### src/rtl/host_command_issuer_if.sv
// Host-side bundle for host_command_issuer: request handshake, operand
// stream and response strobe.
//   master : host / stimulus side (drives request and operand words)
//   slave  : host_command_issuer (accepts requests, returns responses)
interface host_command_issuer_if #(
   parameter int word_size = 16
) ();
   logic                 req_valid;
   logic                 req_ready;
   logic [7:0]           req_instr;
   logic [2:0]           req_arg1;
   logic [4:0]           req_arg2;

   logic                 hd_valid;
   logic                 hd_ready;
   logic [word_size-1:0] hd_data;

   logic                 rsp_valid;
   logic [word_size-1:0] rsp_result;
   logic [word_size-1:0] rsp_status;
   logic                 rsp_last;

   modport master (
      output req_valid, req_instr, req_arg1, req_arg2, hd_valid, hd_data,
      input  req_ready, hd_ready, rsp_valid, rsp_result, rsp_status, rsp_last
   );

   modport slave (
      input  req_valid, req_instr, req_arg1, req_arg2, hd_valid, hd_data,
      output req_ready, hd_ready, rsp_valid, rsp_result, rsp_status, rsp_last
   );
endinterface

### src/rtl/host_command_issuer.sv
// host_command_issuer: encodes one host request into a command word for the
// polynomial accelerator, streams its operand words into the data FIFO, then
// drains result/status pairs and hands them back one response at a time.
// Ports:
//   clk, rst          system clock, asynchronous active-low reset
//   host              host request / operand / response bundle (slave)
//   wr_fifo_command, command_out, full_fifo_command   command FIFO write side
//   wr_fifo_data, data_out, full_fifo_data            data FIFO write side
//   empty_fifo_result/status, rd_fifo_result/status,
//   result_in, status_in                              output FIFO read side
//   busy              high whenever not IDLE
//
// state    | meaning
// IDLE     | ready for a host request
// CMD      | writing the latched command word (stalls on full)
// DATA     | forwarding host operand words to the data FIFO
// WAIT_RSP | waiting for both output FIFOs to hold an entry
// READ     | one-cycle read strobe to both output FIFOs
// CAPTURE  | sampling result_in / status_in
// RESP     | one-cycle response strobe to the host
module host_command_issuer #(
   parameter int word_size = 16
) (
   input  logic                 clk,
   input  logic                 rst,
   host_command_issuer_if.slave host,
   output logic                 wr_fifo_command,
   output logic [word_size-1:0] command_out,
   input  logic                 full_fifo_command,
   output logic                 wr_fifo_data,
   output logic [word_size-1:0] data_out,
   input  logic                 full_fifo_data,
   input  logic                 empty_fifo_result,
   input  logic                 empty_fifo_status,
   output logic                 rd_fifo_result,
   output logic                 rd_fifo_status,
   input  logic [word_size-1:0] result_in,
   input  logic [word_size-1:0] status_in,
   output logic                 busy
);
   localparam logic [7:0] op_stp = 8'h01;
   localparam logic [7:0] op_evp = 8'h02;
   localparam logic [7:0] op_evb = 8'h03;
   localparam logic [7:0] op_rst = 8'h05;

   typedef enum logic [2:0] {
      IDLE, CMD, DATA, WAIT_RSP, READ, CAPTURE, RESP
   } state_t;

   state_t               state;
   logic [5:0]           data_cnt;
   logic [5:0]           rsp_cnt;
   logic [word_size-1:0] rsp_result_q;
   logic [word_size-1:0] rsp_status_q;

   logic [5:0]           d_load;
   logic [5:0]           r_load;
   logic                 legal;

   always_comb begin
      d_load = 6'd0;
      r_load = 6'd0;
      legal  = 1'b1;
      case (host.req_instr)
         op_stp: begin
            d_load = {1'b0, host.req_arg2} + 6'd1;
            r_load = 6'd1;
         end
         op_evp: begin
            d_load = 6'd1;
            r_load = 6'd1;
         end
         op_evb: begin
            d_load = {1'b0, host.req_arg2};
            r_load = {1'b0, host.req_arg2};
         end
         op_rst: ;
         default: legal = 1'b0;
      endcase
   end

   always_ff @(posedge clk or negedge rst) begin
      if (!rst) begin
         state        <= IDLE;
         data_cnt     <= '0;
         rsp_cnt      <= '0;
         command_out  <= '0;
         rsp_result_q <= '0;
         rsp_status_q <= '0;
      end else begin
         case (state)
            IDLE: begin
               if (host.req_valid) begin
                  command_out <= {host.req_instr, host.req_arg1, host.req_arg2};
                  data_cnt    <= d_load;
                  rsp_cnt     <= r_load;
                  if (legal) begin
                     state <= CMD;
                  end else begin
                     // Illegal opcode answers locally with a fixed error pair.
                     rsp_cnt      <= 6'd1;
                     rsp_result_q <= '0;
                     rsp_status_q <= '1;
                     state        <= RESP;
                  end
               end
            end
            CMD: begin
               if (!full_fifo_command) begin
                  if (data_cnt != 6'd0)     state <= DATA;
                  else if (rsp_cnt != 6'd0) state <= WAIT_RSP;
                  else                      state <= IDLE;
               end
            end
            DATA: begin
               if (wr_fifo_data) begin
                  data_cnt <= data_cnt - 6'd1;
                  if (data_cnt == 6'd1)
                     state <= (rsp_cnt != 6'd0) ? WAIT_RSP : IDLE;
               end
            end
            WAIT_RSP: begin
               if (!empty_fifo_result && !empty_fifo_status) state <= READ;
            end
            READ: state <= CAPTURE;
            CAPTURE: begin
               rsp_result_q <= result_in;
               rsp_status_q <= status_in;
               state        <= RESP;
            end
            RESP: begin
               rsp_cnt <= rsp_cnt - 6'd1;
               state   <= (rsp_cnt == 6'd1) ? IDLE : WAIT_RSP;
            end
            default: state <= IDLE;
         endcase
      end
   end

   // Strobes are decoded from the state register; only the FIFO-full
   // qualifiers and the operand handshake pass through combinationally.
   assign host.req_ready  = (state == IDLE);
   assign busy            = (state != IDLE);
   assign wr_fifo_command = (state == CMD) && !full_fifo_command;
   assign host.hd_ready   = (state == DATA) && !full_fifo_data;
   assign wr_fifo_data    = host.hd_ready && host.hd_valid;
   assign data_out        = host.hd_data;
   assign rd_fifo_result  = (state == READ);
   assign rd_fifo_status  = (state == READ);
   assign host.rsp_valid  = (state == RESP);
   assign host.rsp_last   = (state == RESP) && (rsp_cnt == 6'd1);
   assign host.rsp_result = rsp_result_q;
   assign host.rsp_status = rsp_status_q;
endmodule
### src/flat_wrapper.sv
// flat-port wrapper written by rule: the top's interface ports become plain ports
module host_command_issuer_flat 
#(
   parameter int word_size = 16
)
  (clk, rst, wr_fifo_command, command_out, full_fifo_command, wr_fifo_data, data_out, full_fifo_data, empty_fifo_result, empty_fifo_status, rd_fifo_result, rd_fifo_status, result_in, status_in, busy, host_req_valid, host_req_instr, host_req_arg1, host_req_arg2, host_hd_valid, host_hd_data, host_req_ready, host_hd_ready, host_rsp_valid, host_rsp_result, host_rsp_status, host_rsp_last);
  host_command_issuer_if #(.word_size(word_size)) host_i ();
  input  logic clk;
  input  logic rst;
  output logic wr_fifo_command;
  output logic [word_size-1:0] command_out;
  input  logic full_fifo_command;
  output logic wr_fifo_data;
  output logic [word_size-1:0] data_out;
  input  logic full_fifo_data;
  input  logic empty_fifo_result;
  input  logic empty_fifo_status;
  output logic rd_fifo_result;
  output logic rd_fifo_status;
  input  logic [word_size-1:0] result_in;
  input  logic [word_size-1:0] status_in;
  output logic busy;
  input wire logic [$bits(host_i.req_valid)-1:0] host_req_valid;
  input wire logic [$bits(host_i.req_instr)-1:0] host_req_instr;
  input wire logic [$bits(host_i.req_arg1)-1:0] host_req_arg1;
  input wire logic [$bits(host_i.req_arg2)-1:0] host_req_arg2;
  input wire logic [$bits(host_i.hd_valid)-1:0] host_hd_valid;
  input wire logic [$bits(host_i.hd_data)-1:0] host_hd_data;
  output wire logic [$bits(host_i.req_ready)-1:0] host_req_ready;
  output wire logic [$bits(host_i.hd_ready)-1:0] host_hd_ready;
  output wire logic [$bits(host_i.rsp_valid)-1:0] host_rsp_valid;
  output wire logic [$bits(host_i.rsp_result)-1:0] host_rsp_result;
  output wire logic [$bits(host_i.rsp_status)-1:0] host_rsp_status;
  output wire logic [$bits(host_i.rsp_last)-1:0] host_rsp_last;
  assign host_i.req_valid = host_req_valid;
  assign host_i.req_instr = host_req_instr;
  assign host_i.req_arg1 = host_req_arg1;
  assign host_i.req_arg2 = host_req_arg2;
  assign host_i.hd_valid = host_hd_valid;
  assign host_i.hd_data = host_hd_data;
  assign host_req_ready = host_i.req_ready;
  assign host_hd_ready = host_i.hd_ready;
  assign host_rsp_valid = host_i.rsp_valid;
  assign host_rsp_result = host_i.rsp_result;
  assign host_rsp_status = host_i.rsp_status;
  assign host_rsp_last = host_i.rsp_last;
  host_command_issuer #(.word_size(word_size)) u_core (.clk(clk), .rst(rst), .host(host_i), .wr_fifo_command(wr_fifo_command), .command_out(command_out), .full_fifo_command(full_fifo_command), .wr_fifo_data(wr_fifo_data), .data_out(data_out), .full_fifo_data(full_fifo_data), .empty_fifo_result(empty_fifo_result), .empty_fifo_status(empty_fifo_status), .rd_fifo_result(rd_fifo_result), .rd_fifo_status(rd_fifo_status), .result_in(result_in), .status_in(status_in), .busy(busy));
endmodule
### config.mk
export PLATFORM = sky130hd
export DESIGN_NAME = host_command_issuer_flat
export DESIGN_NICKNAME = d
export VERILOG_FILES = /design/src/rtl/host_command_issuer_if.sv /design/src/rtl/host_command_issuer.sv /design/src/flat_wrapper.sv
export SDC_FILE = /design/constraint.sdc
export NUM_CORES = 1
export LEC_CHECK = 0
export BUFFER_PORTS_ARGS = -buffer_cell sky130_fd_sc_hd__buf_4
export CAP_MARGIN = 30
export CORE_UTILIZATION = 47
export DETAILED_ROUTE_END_ITERATION = 10
export GPL_TIMING_DRIVEN = 1
export PLACE_DENSITY = 0.8
export SLEW_MARGIN = 20
export SYNTH_ARGS = -nofsm -noshare
export SYNTH_HDL_FRONTEND = slang
export SYNTH_SLANG_ARGS = --single-unit
### constraint.sdc
create_clock -name clk -period 2.1 [get_ports clk]
set_input_delay 0.42 -clock clk [delete_from_list [all_inputs] [get_ports clk]]
set_output_delay 0.42 -clock clk [all_outputs]
set_load 0.1 [all_outputs]
==> results.md <==
* Outcome: complete, but fails checks
* Violated checks: DRC, setup timing
* N_diodes at 0
* Asr flop ratio synth at 100%
* Vias per cell at 5.64
* Tmin final at 2.14 ns
* Non-Filler Instances at 475
* Final Hold Viols at 0
* Via count at 2679
* Clock latency on the worst-skew pair at 0.35 ns
* CTS Buf Count at 9
* Ys flop type: dfrtp_1
* Synth Net Count at 360
* Req. time, crit path at 1.68 ns
* Starting density of the core at 49.3%
* CP Capture Type: output port
* Drt drc at 26
* Tcrit/Tclk final at 102%
* Worst Path Buf+Inv at 2
* Port bufs at 112
* Yosys reg bits at 63
* Pre-antenna DRT Iters at 8
* Clk_skew at 0.00683 ns
* Largest net degree at the start of global routing at 64
* CTS clk-pin slew, worst paths at 0.07 ns
* CP Data Arrival Time at 1.72 ns
* CP Cell Sequence: or3b_4, nand3b_1, clkinvlp_4, buf_12
* Number of global-route vias before repair at 2648
* Slowest stage delay, CP at 0.44 ns
* Final wirelength at 7670 um
* PnR worst setup slack at -0.0396 ns
* Placed insts at 454
* Final hold slack at 0.158 ns
* GRT Util Overall at 22.4%
* Initial antenna violation count at 0
* Synthesis Warnings at 0
* Critical Path Source Type: flop
* GRT Residual Overflow at 0
* Routed Antenna Nets at 0
* Top cell type's share of synthesized area at 49.8%
* Clk root buf: clkbuf_8
* Max Root-Sink Buffers at 2
* Seq/Total Area, Yosys at 49.8%
* Slew HR at 47.0%
* MaxCap Viol Count at 0
* Flop-to-flop setup slack at 0.10 ns
* Crit-path slowest cell: dfrtp_1
* Critical path class: flop to output port
* Hold crit path type: primary input to asynchronous set/reset pin
* Mapped cell area at 0.00317 mm^2
* Most frequent cells in the layout: buf_4 (123), dfrtp_1 (63), mux2_2 (16), o22a_1 (16), nor2_1 (14)
* Share of cells above drive strength 1 at 47.2%
* Die Ht at 84.1 um
* FP Rows at 29
* CTS tree: done
* Fmax at 0.467 GHz
* Post-DR wirelength/cell at 16.1 um
* IO Count at 145
* Sink Count at 63
* Chip Width at 84.1 um
* Number of enable flip-flop cells after synthesis at 0
* Least-Margin Pin Slew at 0.795 ns
* Slew Limit Fails at 0
* Area contributors post-synth: dfrtp_1 (50%), mux2_2 (5.7%), o22a_1 (4.4%)
* TNS Setup at -0.0544 ns
* Setup crit start: u_core.state[0]$_DFFE_PN0P_
* Reg2reg end: u_core.rsp_cnt[0]$_DFFE_PN0P_
* Area leader, netlist: dfrtp_1
* DRT iter0 DRCs at 114
* Cells after synthesis at 282
* Worst Path Max Fanout at 4
* Total Die Area at 0.00707 mm^2
* Commonest non-fill, non-tap cell in the layout: buf_4
* Syn avg cell area at 11.2 um^2
* Synth-to-layout area growth at 40.0%
* H-tree level count at 3
* CP top delay family: simple AND/OR/NAND/NOR gates
* GPL Wtd Cong at 0.869
* Final net count at 471
* Setup violators final at 2
* Placeable core area at 0.00642 mm^2
* First-pass GRT wire length at 12600 um
* Post-DP HPWL at 5410 um
* RSZ-0062 raised after global routing: true
* Synth unique cells at 55
* R2R cell count at 4
* RR Startpoint: u_core.state[0]$_DFFE_PN0P_
-- worst register-to-register path, delay by kind of cell (launching register included) --
kind	cells	cell delay (ns)
compound gates	2	0.34
simple gates	2	1.12
flops	1	0.44
-- registers in the layout, indices dropped and copies added (netlist names) --
register / flops
u_core.command_out: 16
u_core.host.rsp_result: 16
u_core.host.rsp_status: 16
u_core.data_cnt: 6
u_core.rsp_cnt: 6
u_core.state: 3
-- final cells by class --
class | instances | area [um^2]
flip-flops and latches | 63 | 1580
repair buffers | 132 | 1080
fillers | 483 | 1990
well taps | 77 | 96.3
clock buffers | 12 | 155
clock inverters | 4 | 76.3
inverters | 10 | 42.5
multi-input cells | 177 | 1410
-- how the worst max path moves through the flow --
stage,endpoint,slack (ns),cells after the start
3_5_place_dp,u_core.host.rsp_status[13]$_DFFE_PN0P_,-0.08,7
3_3_place_gp,u_core.host.rsp_status[10]$_DFFE_PN0P_,-0.02,7
2_1_floorplan,busy,-0.41,2
4_1_cts,wr_fifo_data,-0.04,4
5_1_grt,wr_fifo_data,-0.06,4
6_report,wr_fifo_data,-0.04,4
-- metrics by stage --
step	area, um^2	utilization [%]	worst slack [ns]
6_report	4430	69.0	-0.0396
5_1_grt	4430	69.0	-0.0644
4_1_cts	4380	68.1	-0.0400
3_5_place_dp	4070	63.3	-0.0808
3_3_place_gp	4070	63.3	-0.0193
2_1_floorplan	3230	-	-0.411
-- Yosys cell counts (3+ instances only) --
cell type	number
dfrtp_1	63
buf_4	17
mux2_2	16
o22a_1	16
nor2_1	15
o21ai_0	13
a22o_2	10
nand2_1	10
nand2b_1	10
inv_1	9
a21oi_1	7
nor3_1	7
a22o_1	6
clkbuf_1	6
ha_1	6
a211oi_1	5
buf_2	5
nand3b_1	4
xnor2_1	4
a211o_1	3
a22oi_1	3
-- what timing repair did --
| action | in CTS | in global routing |
|---|---|---|
| pin swaps | 2 | 2 |
| buffers inserted | 2 | 3 |
| hold buffers | 0 | 0 |
| gates resized for setup | 16 | 8 |
| endpoints found under the hold margin | 0 | 0 |
| setup endpoints to repair | 4 | 25 |
-- logic make-up after synthesis --
family                   share of synthesized area [%]
AO/OA/AOI/OAI                                     20.3
XOR/XNOR                                          1.11
adder cells (fa/ha/maj)                           2.37
buffers and inverters                             7.70
flip-flops                                        49.8
multiplexers                                      6.01
AND/OR/NAND/NOR                                   12.7
-- metal layers --
metal	vias to the layer above	global-route usage, %	part of all wire (%)
met1	1301	27.4	42
met5	-	0	0
met4	0	10.8	2.5
met2	113	37.4	49
li1	1248	-	-
met3	17	5.24	6.4
Power is not shown: default switching activity piles up to over one toggle a cycle in this logic, so the estimate is an artifact.
